--- config.mk ---
export PLATFORM = sky130hd
export DESIGN_NAME = sprite_blitter
export DESIGN_NICKNAME = d
export VERILOG_FILES = /design/src/rtl/blit_pkg.sv /design/src/rtl/blit_pixel_filter.sv /design/src/rtl/sprite_blitter.sv
export SDC_FILE = /design/constraint.sdc
export NUM_CORES = 1
export LEC_CHECK = 0
export BUFFER_PORTS_ARGS = -buffer_cell sky130_fd_sc_hd__buf_2
export CAP_MARGIN = 20
export CORE_ASPECT_RATIO = 0.8
export CORE_MARGIN = 5
export CORE_UTILIZATION = 45
export DETAILED_ROUTE_END_ITERATION = 10
export PLACE_DENSITY = 0.68
export RECOVER_POWER = 100
export SYNTH_ARGS = -nofsm -noshare
export SYNTH_HDL_FRONTEND = slang
export SYNTH_SLANG_ARGS = --single-unit
--- constraint.sdc ---
create_clock -name Clk -period 15.7 [get_ports Clk]
set_clock_uncertainty 0.05 [all_clocks]
set_input_delay 3.14 -clock Clk [delete_from_list [all_inputs] [get_ports Clk]]
set_output_delay 3.14 -clock Clk [all_outputs]
set_load 0.01 [all_outputs]
--- src/rtl/blit_pkg.sv ---
// blit_pkg: definitions shared by the sprite blitter sources.
//   ADDR_W        : word address width of the character and framebuffer RAMs
//   PIX_W         : pixel width (24-bit RGB)
//   COORD_W       : signed destination coordinate width (10-bit origin plus 8-bit offset)
//   FB_WIDTH_DEF  : default framebuffer width in pixels
//   FB_HEIGHT_DEF : default framebuffer height in pixels
//   blit_state_e  : blitter FSM states
package blit_pkg;

    localparam int unsigned ADDR_W  = 19;
    localparam int unsigned PIX_W   = 24;
    localparam int unsigned COORD_W = 11;

    localparam int FB_WIDTH_DEF  = 240;
    localparam int FB_HEIGHT_DEF = 160;

    typedef enum logic [1:0] {
        StIdle,
        StRun,
        StDrain,
        StDone
    } blit_state_e;

endpackage

--- src/rtl/blit_pixel_filter.sv ---
// blit_pixel_filter: decides whether a fetched pixel is written to the framebuffer.
// A pixel is written when it is pending, its destination lies inside the
// framebuffer, and (with BLIT_TRANSPARENCY_EN defined) its colour is not the key.
// Ports:
//   pix_valid : a pixel fetched last cycle is present this cycle
//   pix_x     : signed destination x of that pixel
//   pix_y     : signed destination y of that pixel
//   pix_data  : colour of that pixel (character RAM read data)
//   pix_we    : framebuffer write enable
// Macro BLIT_TRANSPARENCY_EN: when defined, TRANSPARENT_KEY pixels are skipped.
module blit_pixel_filter
    import blit_pkg::*;
#(
    parameter int              FB_WIDTH        = FB_WIDTH_DEF,
    parameter int              FB_HEIGHT       = FB_HEIGHT_DEF,
    parameter logic [PIX_W-1:0] TRANSPARENT_KEY = 24'hFF00FF
) (
    input  logic                      pix_valid,
    input  logic signed [COORD_W-1:0] pix_x,
    input  logic signed [COORD_W-1:0] pix_y,
    input  logic        [PIX_W-1:0]   pix_data,
    output logic                      pix_we
);

    localparam logic signed [COORD_W-1:0] XLim = COORD_W'(FB_WIDTH);
    localparam logic signed [COORD_W-1:0] YLim = COORD_W'(FB_HEIGHT);

    logic x_ok;
    logic y_ok;
    logic colour_ok;

    // Sign bit clear means non-negative; signed upper compare avoids row wrap.
    assign x_ok = !pix_x[COORD_W-1] && (pix_x < XLim);
    assign y_ok = !pix_y[COORD_W-1] && (pix_y < YLim);

`ifdef BLIT_TRANSPARENCY_EN
    assign colour_ok = (pix_data != TRANSPARENT_KEY);
`else
    logic unused_colour;
    assign unused_colour = ^{pix_data, TRANSPARENT_KEY};
    assign colour_ok     = 1'b1;
`endif

    assign pix_we = pix_valid && x_ok && y_ok && colour_ok;

endmodule

--- src/rtl/sprite_blitter.sv ---
// sprite_blitter: copies a sprite from a character sheet into a framebuffer.
// One character RAM read is issued per cycle in raster order; each pixel is
// written one cycle later, clipped to the framebuffer (and optionally keyed out).
// Ports:
//   Clk, Reset         : clock, asynchronous active-high reset
//   start              : blit request, sampled only when idle
//   src_base           : sheet word address of the sprite top-left
//   sprite_w/sprite_h  : sprite size in pixels (zero means nothing to draw)
//   dst_x/dst_y        : signed framebuffer position of the sprite top-left
//   char_read_address  : character RAM read address (data returns next cycle)
//   char_data          : character RAM read data
//   fb_write_address   : framebuffer write address
//   fb_data / fb_we    : framebuffer write data / enable
//   busy / done        : operation in progress / one-cycle completion pulse
// Macro BLIT_TRANSPARENCY_EN: when defined, TRANSPARENT_KEY pixels are not written.
module sprite_blitter
    import blit_pkg::*;
#(
    parameter int               FB_WIDTH        = FB_WIDTH_DEF,
    parameter int               FB_HEIGHT       = FB_HEIGHT_DEF,
    parameter int               SHEET_WIDTH     = 256,
    parameter logic [PIX_W-1:0] TRANSPARENT_KEY = 24'hFF00FF
) (
    input  logic              Clk,
    input  logic              Reset,
    input  logic              start,
    input  logic [ADDR_W-1:0] src_base,
    input  logic [7:0]        sprite_w,
    input  logic [7:0]        sprite_h,
    input  logic [9:0]        dst_x,
    input  logic [9:0]        dst_y,
    output logic [ADDR_W-1:0] char_read_address,
    input  logic [PIX_W-1:0]  char_data,
    output logic [ADDR_W-1:0] fb_write_address,
    output logic [PIX_W-1:0]  fb_data,
    output logic              fb_we,
    output logic              busy,
    output logic              done
);

    blit_state_e state_q;

    logic [7:0]                w_q;
    logic [7:0]                h_q;
    logic [7:0]                col_q;
    logic [7:0]                row_q;
    logic [ADDR_W-1:0]         src_row_q;
    logic [ADDR_W-1:0]         fb_row_q;
    logic [ADDR_W-1:0]         fb_cur_q;
    logic signed [COORD_W-1:0] dx0_q;
    logic signed [COORD_W-1:0] dx_q;
    logic signed [COORD_W-1:0] dy_q;

    // Write-side pipeline stage: the pixel whose read was issued last cycle.
    logic                      pend_q;
    logic signed [COORD_W-1:0] px_q;
    logic signed [COORD_W-1:0] py_q;

    logic signed [31:0] dst_x_ext;
    logic signed [31:0] dst_y_ext;
    logic signed [31:0] fb_start;
    logic [ADDR_W-1:0]  fb_start_addr;

    assign dst_x_ext = 32'(signed'(dst_x));
    assign dst_y_ext = 32'(signed'(dst_y));
    // Constant-coefficient product, evaluated once per blit to seed the row
    // accumulator; modulo-2^19 wrap is harmless since off-screen pixels are clipped.
    assign fb_start      = dst_y_ext * FB_WIDTH + dst_x_ext;
    assign fb_start_addr = ADDR_W'(fb_start);

    always_ff @(posedge Clk or posedge Reset) begin
        if (Reset) begin
            state_q           <= StIdle;
            w_q               <= '0;
            h_q               <= '0;
            col_q             <= '0;
            row_q             <= '0;
            src_row_q         <= '0;
            fb_row_q          <= '0;
            fb_cur_q          <= '0;
            dx0_q             <= '0;
            dx_q              <= '0;
            dy_q              <= '0;
            pend_q            <= 1'b0;
            px_q              <= '0;
            py_q              <= '0;
            char_read_address <= '0;
            fb_write_address  <= '0;
            busy              <= 1'b0;
            done              <= 1'b0;
        end else begin
            pend_q <= 1'b0;
            done   <= 1'b0;
            unique case (state_q)
                StIdle: begin
                    if (start) begin
                        w_q      <= sprite_w;
                        h_q      <= sprite_h;
                        col_q    <= '0;
                        row_q    <= '0;
                        dx0_q    <= COORD_W'(signed'(dst_x));
                        dx_q     <= COORD_W'(signed'(dst_x));
                        dy_q     <= COORD_W'(signed'(dst_y));
                        fb_row_q <= fb_start_addr;
                        fb_cur_q <= fb_start_addr;
                        busy     <= 1'b1;
                        if ((sprite_w == 8'd0) || (sprite_h == 8'd0)) begin
                            state_q <= StDrain;
                        end else begin
                            state_q           <= StRun;
                            src_row_q         <= src_base;
                            char_read_address <= src_base;
                        end
                    end
                end
                StRun: begin
                    pend_q           <= 1'b1;
                    px_q             <= dx_q;
                    py_q             <= dy_q;
                    fb_write_address <= fb_cur_q;
                    if (col_q == w_q - 8'd1) begin
                        col_q <= '0;
                        if (row_q == h_q - 8'd1) begin
                            // Last read issued; address holds its final value.
                            state_q <= StDrain;
                        end else begin
                            row_q             <= row_q + 8'd1;
                            src_row_q         <= src_row_q + ADDR_W'(SHEET_WIDTH);
                            char_read_address <= src_row_q + ADDR_W'(SHEET_WIDTH);
                            fb_row_q          <= fb_row_q + ADDR_W'(FB_WIDTH);
                            fb_cur_q          <= fb_row_q + ADDR_W'(FB_WIDTH);
                            dx_q              <= dx0_q;
                            dy_q              <= dy_q + COORD_W'(1);
                        end
                    end else begin
                        col_q             <= col_q + 8'd1;
                        char_read_address <= char_read_address + ADDR_W'(1);
                        fb_cur_q          <= fb_cur_q + ADDR_W'(1);
                        dx_q              <= dx_q + COORD_W'(1);
                    end
                end
                StDrain: begin
                    state_q <= StDone;
                    done    <= 1'b1;
                end
                StDone: begin
                    // start is not looked at here, so one coincident with done is dropped.
                    state_q <= StIdle;
                    busy    <= 1'b0;
                end
                default: state_q <= StIdle;
            endcase
        end
    end

    // Read data arrives the cycle after its address, so it is forwarded directly.
    assign fb_data = pend_q ? char_data : '0;

    blit_pixel_filter #(
        .FB_WIDTH        (FB_WIDTH),
        .FB_HEIGHT       (FB_HEIGHT),
        .TRANSPARENT_KEY (TRANSPARENT_KEY)
    ) u_filter (
        .pix_valid (pend_q),
        .pix_x     (px_q),
        .pix_y     (py_q),
        .pix_data  (char_data),
        .pix_we    (fb_we)
    );

endmodule

* After elaboration in Yosys (flattened, before gate mapping)
Index checks and enable logic that the tools add are counted.
Word-level totals: bits in registers 186, bits of input ports 82, word-level logic and storage cells 100
Cells by class: add/sub/neg operators 11, $mul 1, order comparisons 2, equality and inequality tests 11, multiplexer cells 37, reductions and logical operators 20
Operators with widths (number):
- $mux 19 | 9
- $pmux 19 s2 | 4
- $mux 11 | 6
- $pmux 11 s2 | 2
- $add 19x1->19 const B | 2
- $mux 8 | 4
- $pmux 8 s2 | 2
- $mux 24 | 1
- $add 11x2->11 const B | 2
- $lt 11x9->1 const B | 2
- $add 19x10->19 | 1
- $add 19x8->19 const B | 1
- $add 19x9->19 const B | 1
- $add 8x1->8 const B | 2
- $eq 8x8->1 | 2
- $logic_not 8->1 | 2
- $sub 8x1->8 const B | 2
- $mul 10x5->15 const B | 1
- $ne 2x2->1 const B | 5
- $mux 2 | 4
- $pmux 2 s4 | 1
- $reduce_and 4->1 | 2
- $reduce_and 2->1 | 3
- $reduce_and 3->1 | 2
- 11 further kinds | 19

* Depth between registers and ports, before layout
depth in word-level cells 5, mapped depth 22, depth with buffers taken out 22

* Cells and area by module
From an unflattened synthesis, not the netlist that was laid out.
Unflattened totals: cells, all modules 1345, area, all modules 12300.5 um^2
By module, submodules not included:
- sprite_blitter | instances 1, cells each 1340, area an instance 12266.8 um^2, seq. area each 4654.5 um^2
- blit_pixel_filter | instances 1, cells each 5, area an instance 33.8 um^2, seq. area each 0.0 um^2

* Worst setup path before layout
OpenSTA, ideal clock, no wires.
kind input port to flip-flop, start input port dst_y[1], end register fb_cur_q[17], arrival time 7.326 ns, path slack 8.203 ns, stages 19, path buffers 0, cell sequence ha_1 -> inv_1 -> fa_1 -> fa_1 -> inv_1 -> ha_1 -> nor2b_1 -> o31a_1 -> o31a_1 -> or4_1 -> a31oi_1 -> xnor2_1 -> ha_1 -> a21o_1 -> a21boi_0 -> a41oi_1 -> xor2_1 -> nor2_1 -> o22a_1
On the way: cells in the longest elaborated chain, start to end 4
RTL lines:
- start, declared | RTL line sprite_blitter.sv:31 | input logic [9:0] dst_y,
- $mul 10x5->15 | RTL line sprite_blitter.sv:68 | assign fb_start = dst_y_ext * FB_WIDTH + dst_x_ext;
- $add 19x10->19 | RTL line sprite_blitter.sv:68
- $mux 19 | RTL line sprite_blitter.sv:96 | if (start) begin
- $pmux 19 s2 | RTL line sprite_blitter.sv:94 | unique case (state_q)
- end signal, assigned | RTL line sprite_blitter.sv:105 | fb_cur_q <= fb_start_addr;
- end signal, assigned | RTL line sprite_blitter.sv:131 | fb_cur_q <= fb_row_q + ADDR_W'(FB_WIDTH);
- end signal, assigned | RTL line sprite_blitter.sv:138 | fb_cur_q <= fb_cur_q + ADDR_W'(1);
- end, declared | RTL line sprite_blitter.sv:49 | logic [ADDR_W-1:0] fb_cur_q;
No other way between the ends. The select of a mux whose other input is x is not followed. A chain may end at the register's enable or synchronous reset.

* Worst setup path in the final report
start input port start, end register dx_q[0]
On the way: cells in the longest elaborated chain, start to end 2
RTL lines:
- start, declared | RTL line sprite_blitter.sv:26 | input logic start,
- $ne 2x2->1 (no line)
- $reduce_and 3->1 (no line)
- end signal, assigned | RTL line sprite_blitter.sv:102 | dx_q <= COORD_W'(signed'(dst_x));
- end signal, assigned | RTL line sprite_blitter.sv:132 | dx_q <= dx0_q;
- end signal, assigned | RTL line sprite_blitter.sv:139 | dx_q <= dx_q + COORD_W'(1);
- end, declared | RTL line sprite_blitter.sv:51 | logic signed [COORD_W-1:0] dx_q;
No other way between the ends.

==> metrics.cfg <==
[synthesis]
netlist_area_sq_mm=0.01197
synth_top_cells_by_count=177 x dfrtp_1, 136 x nand2_1, 114 x o21ai_0
synth_most_common_cell=dfrtp_1
synth-main-ff-cell=dfrtp_1
async_reset_ff_share_pct=100.0
yosysTopAreaCell=dfrtp_1
synth-edff-count=0
seq_area_frac_synth_pct=36.99
yosys-top-cells-area=dfrtp_1 37%, mux2_2 6.4%, ha_1 5.7%
synth_nets=1492
syn_avg_cell_area_sq_um=8.942
ys_ff_latch=177
synth_cell_types=68
yosys.area.top_type_share_pct=36.99
yosys_warnings=0
synthCells=1339

[grt]
grt_max_degree=83
grt_first_pass_wirelength_um=49690
track_usage_pct=20.25
grt_pass1_vias=9447
grt_antenna_before_repair=1
overflow=0

[die]
die_y_um=155.9
die_w_um=192.4
core_area_sq_mm=0.02626
dieArea_sq_mm=0.02999
io_pins=147
start_util_pct=45.60
row_count=53

[job]
maxCapViolCount=8

[placement]
dp_hpwl_um=21750
numPortBuffers=146
place_worst_setup_slack_ns=7.746
dp_cells=1788
gp_congestion=0.8214
placed_cell_area_sq_mm=0.01293

[layout]
fin_util_pct=51.02
syn2layout_area_growth_pct=11.90
fillers=2491
drive_above_1_share_pct=13.08
final_cells=1817
finalInstanceArea_sq_mm=0.01340
fin_nets=1603
n_antenna_cell=0

[setup_path]
crit_type=in2reg
critPathRequiredTime_ns=15.93
crit_fanout=51
rr_startpoint=state_q[1]$_DFFE_PP0P_
crit_chain=clkbuf_1, nand2_1, clkbuf_1, o21ai_0, o31ai_4, clkbuf_1, nand2_1, o211a_1, a221oi_1
worst-path-buf-inv=3
cp-startpoint=start
critPathMaxStageDelay_ns=1.51
cp.arrival_ns=8.20
cp_top_family=buffers and inverters
critPathSlowestCell=clkbuf_1
cp-start-kind=primary input
path_common_cell=clkbuf_1
end_kind=register

[power_and_ir_drop]
power.total_mw=2.811
power_density_mw_per_mm2=209.8
leakagePower_nw=5.862
p_seq_share_pct=32.2
ir_worst_vdd_mv=0.1118
power.internal_mw=1.571
switching_share_pct=44.13
p_switching_mw=1.241
pwr-share-comb_pct=51.7
p_clk_share_pct=16.1

[routing]
vias_per_cell=5.473
num_vias=9945
drtIter0Drc=753
ant_nets=0
drc=0
drt-total-wl_um=30380
drt-pass1-iter-count=5
wl_per_cell_um=16.72

[sta]
maxSlewHeadroom_pct=-150.5
setup_slack_ns=7.730
fin_crit_ns=7.970
fmax_mhz=125.5
finalCritPeriodShare_pct=50.76
setup_violations=0
fin_setup_tns_ns=0
final_max_slew_viol_count=472
holdWs_ns=0.4444
hold_violations=0
worst_pin_slew_ns=3.757
rsz0062_at_grt=false

[hold_path]
hold_start=fb_row_q[1]$_DFFE_PP0P_
hold_path.class=reg2reg

[clocking]
clock-sinks=177
cts_max_path_buffers=2
cts_resized=0
clkTransAtPathRegs_ns=0.06
tritoncts=yes
insertion_delay_ns=0.43
cts_max_level=4
holdBufCountCts=0
cts_setup_buffers=0
cts-buffers-inserted=17
cts_root_buffer=clkbuf_16

[outcome]
violations=max-capacitance violations, max-slew violations
status=finished with violations

power by group through the flow:
stage,Sequential (mW),Clock [mW],Combinational [mW]
after detailed placement,0.908,0,1.45
final,0.906,0.452,1.45
after global routing,0.943,0.478,1.64
after CTS,0.901,0.459,1.46
after global placement,0.898,0,1.42
after floorplan,0.858,0,1.13
tightest hold or removal path: cells and delay by family, from the launching register on:
family | cells | cell delay [ns]
flip-flops | 1 | 0.34
AO/OA/AOI/OAI | 1 | 0.07
AND/OR/NAND/NOR | 1 | 0.04
cells by family after synthesis:
logic type,share of synthesized area (%)
mux,7.649
compound gates,16.56
xor+xnor,8.046
simple gates,17.67
buf+inv,4.660
flops,36.99
fa+ha+maj,8.422
placed cells by master, fill, tap and decap left out, drive strengths merged, types with 10 or more instances in the layout:
| cell | instances |
|---|---|
| o21a | 10 |
| a21o | 10 |
| nor2b | 23 |
| a21oi | 103 |
| a211oi | 13 |
| xnor2 | 56 |
| nand3 | 61 |
| o21ai | 116 |
| and3 | 18 |
| a31oi | 14 |
| nand2 | 137 |
| dfrtp | 177 |
| mux2i | 15 |
| mux2 | 68 |
| xor2 | 54 |
| nor2 | 90 |
| buf | 81 |
| fa | 16 |
| inv | 66 |
| clkbuf | 94 |
| ha | 55 |
| and2 | 27 |
| nor3 | 25 |
layer usage:
layer | global-route usage, % | part of all wire, % | up-vias
met2 | 30.74 | 45 | 196
met4 | 3.259 | 0.50 | 2
met1 | 31.19 | 51 | 4816
met3 | 3.110 | 4.2 | 12
li1 | - | - | 4919
met5 | 0 | 0.066 | -
state kept, by name (all words and copies together), names as in the netlist, 2 cells and up:
signal             flops
state_q                2
char_read_address     19
fb_row_q              19
dx0_q                 10
h_q                    8
dx_q                  11
px_q                   7
fb_write_address      19
fb_cur_q              19
py_q                   6
row_q                  8
col_q                  8
src_row_q             19
w_q                    8
dy_q                  11
cell type report:
type                       instances  area [sq um]  area share, %
multi-input combinational       1032          6977          52.07
timing repair buffer             155         688.2          5.136
inverter                          67         252.7          1.886
clock inverter                     9         158.9          1.186
sequential                       177          4429          33.06
clock buffer                      20         446.7          3.334
tap                              357         446.7          3.334
final timing paths:
| kind | to | slack (ns) | cells past startpoint |
|---|---|---|---|
| worst max register to register | dx_q[9]$_DFFE_PP0P_ | 8.28 | 8 |
| worst min register to register | fb_row_q[1]$_DFFE_PP0P_ | 0.44 | 2 |
| worst max-delay path | dx_q[0]$_DFFE_PP0P_ | 7.73 | 9 |
| min in group asynchronous | char_read_address[8]$_DFFE_PP0P_ | 3.29 | 2 |
| worst min-delay path | fb_row_q[1]$_DFFE_PP0P_ | 0.44 | 2 |
| max in group asynchronous | row_q[3]$_DFFE_PP0P_ | 8.01 | 3 |
No activity file was read; power rests on OpenSTA's default activity.
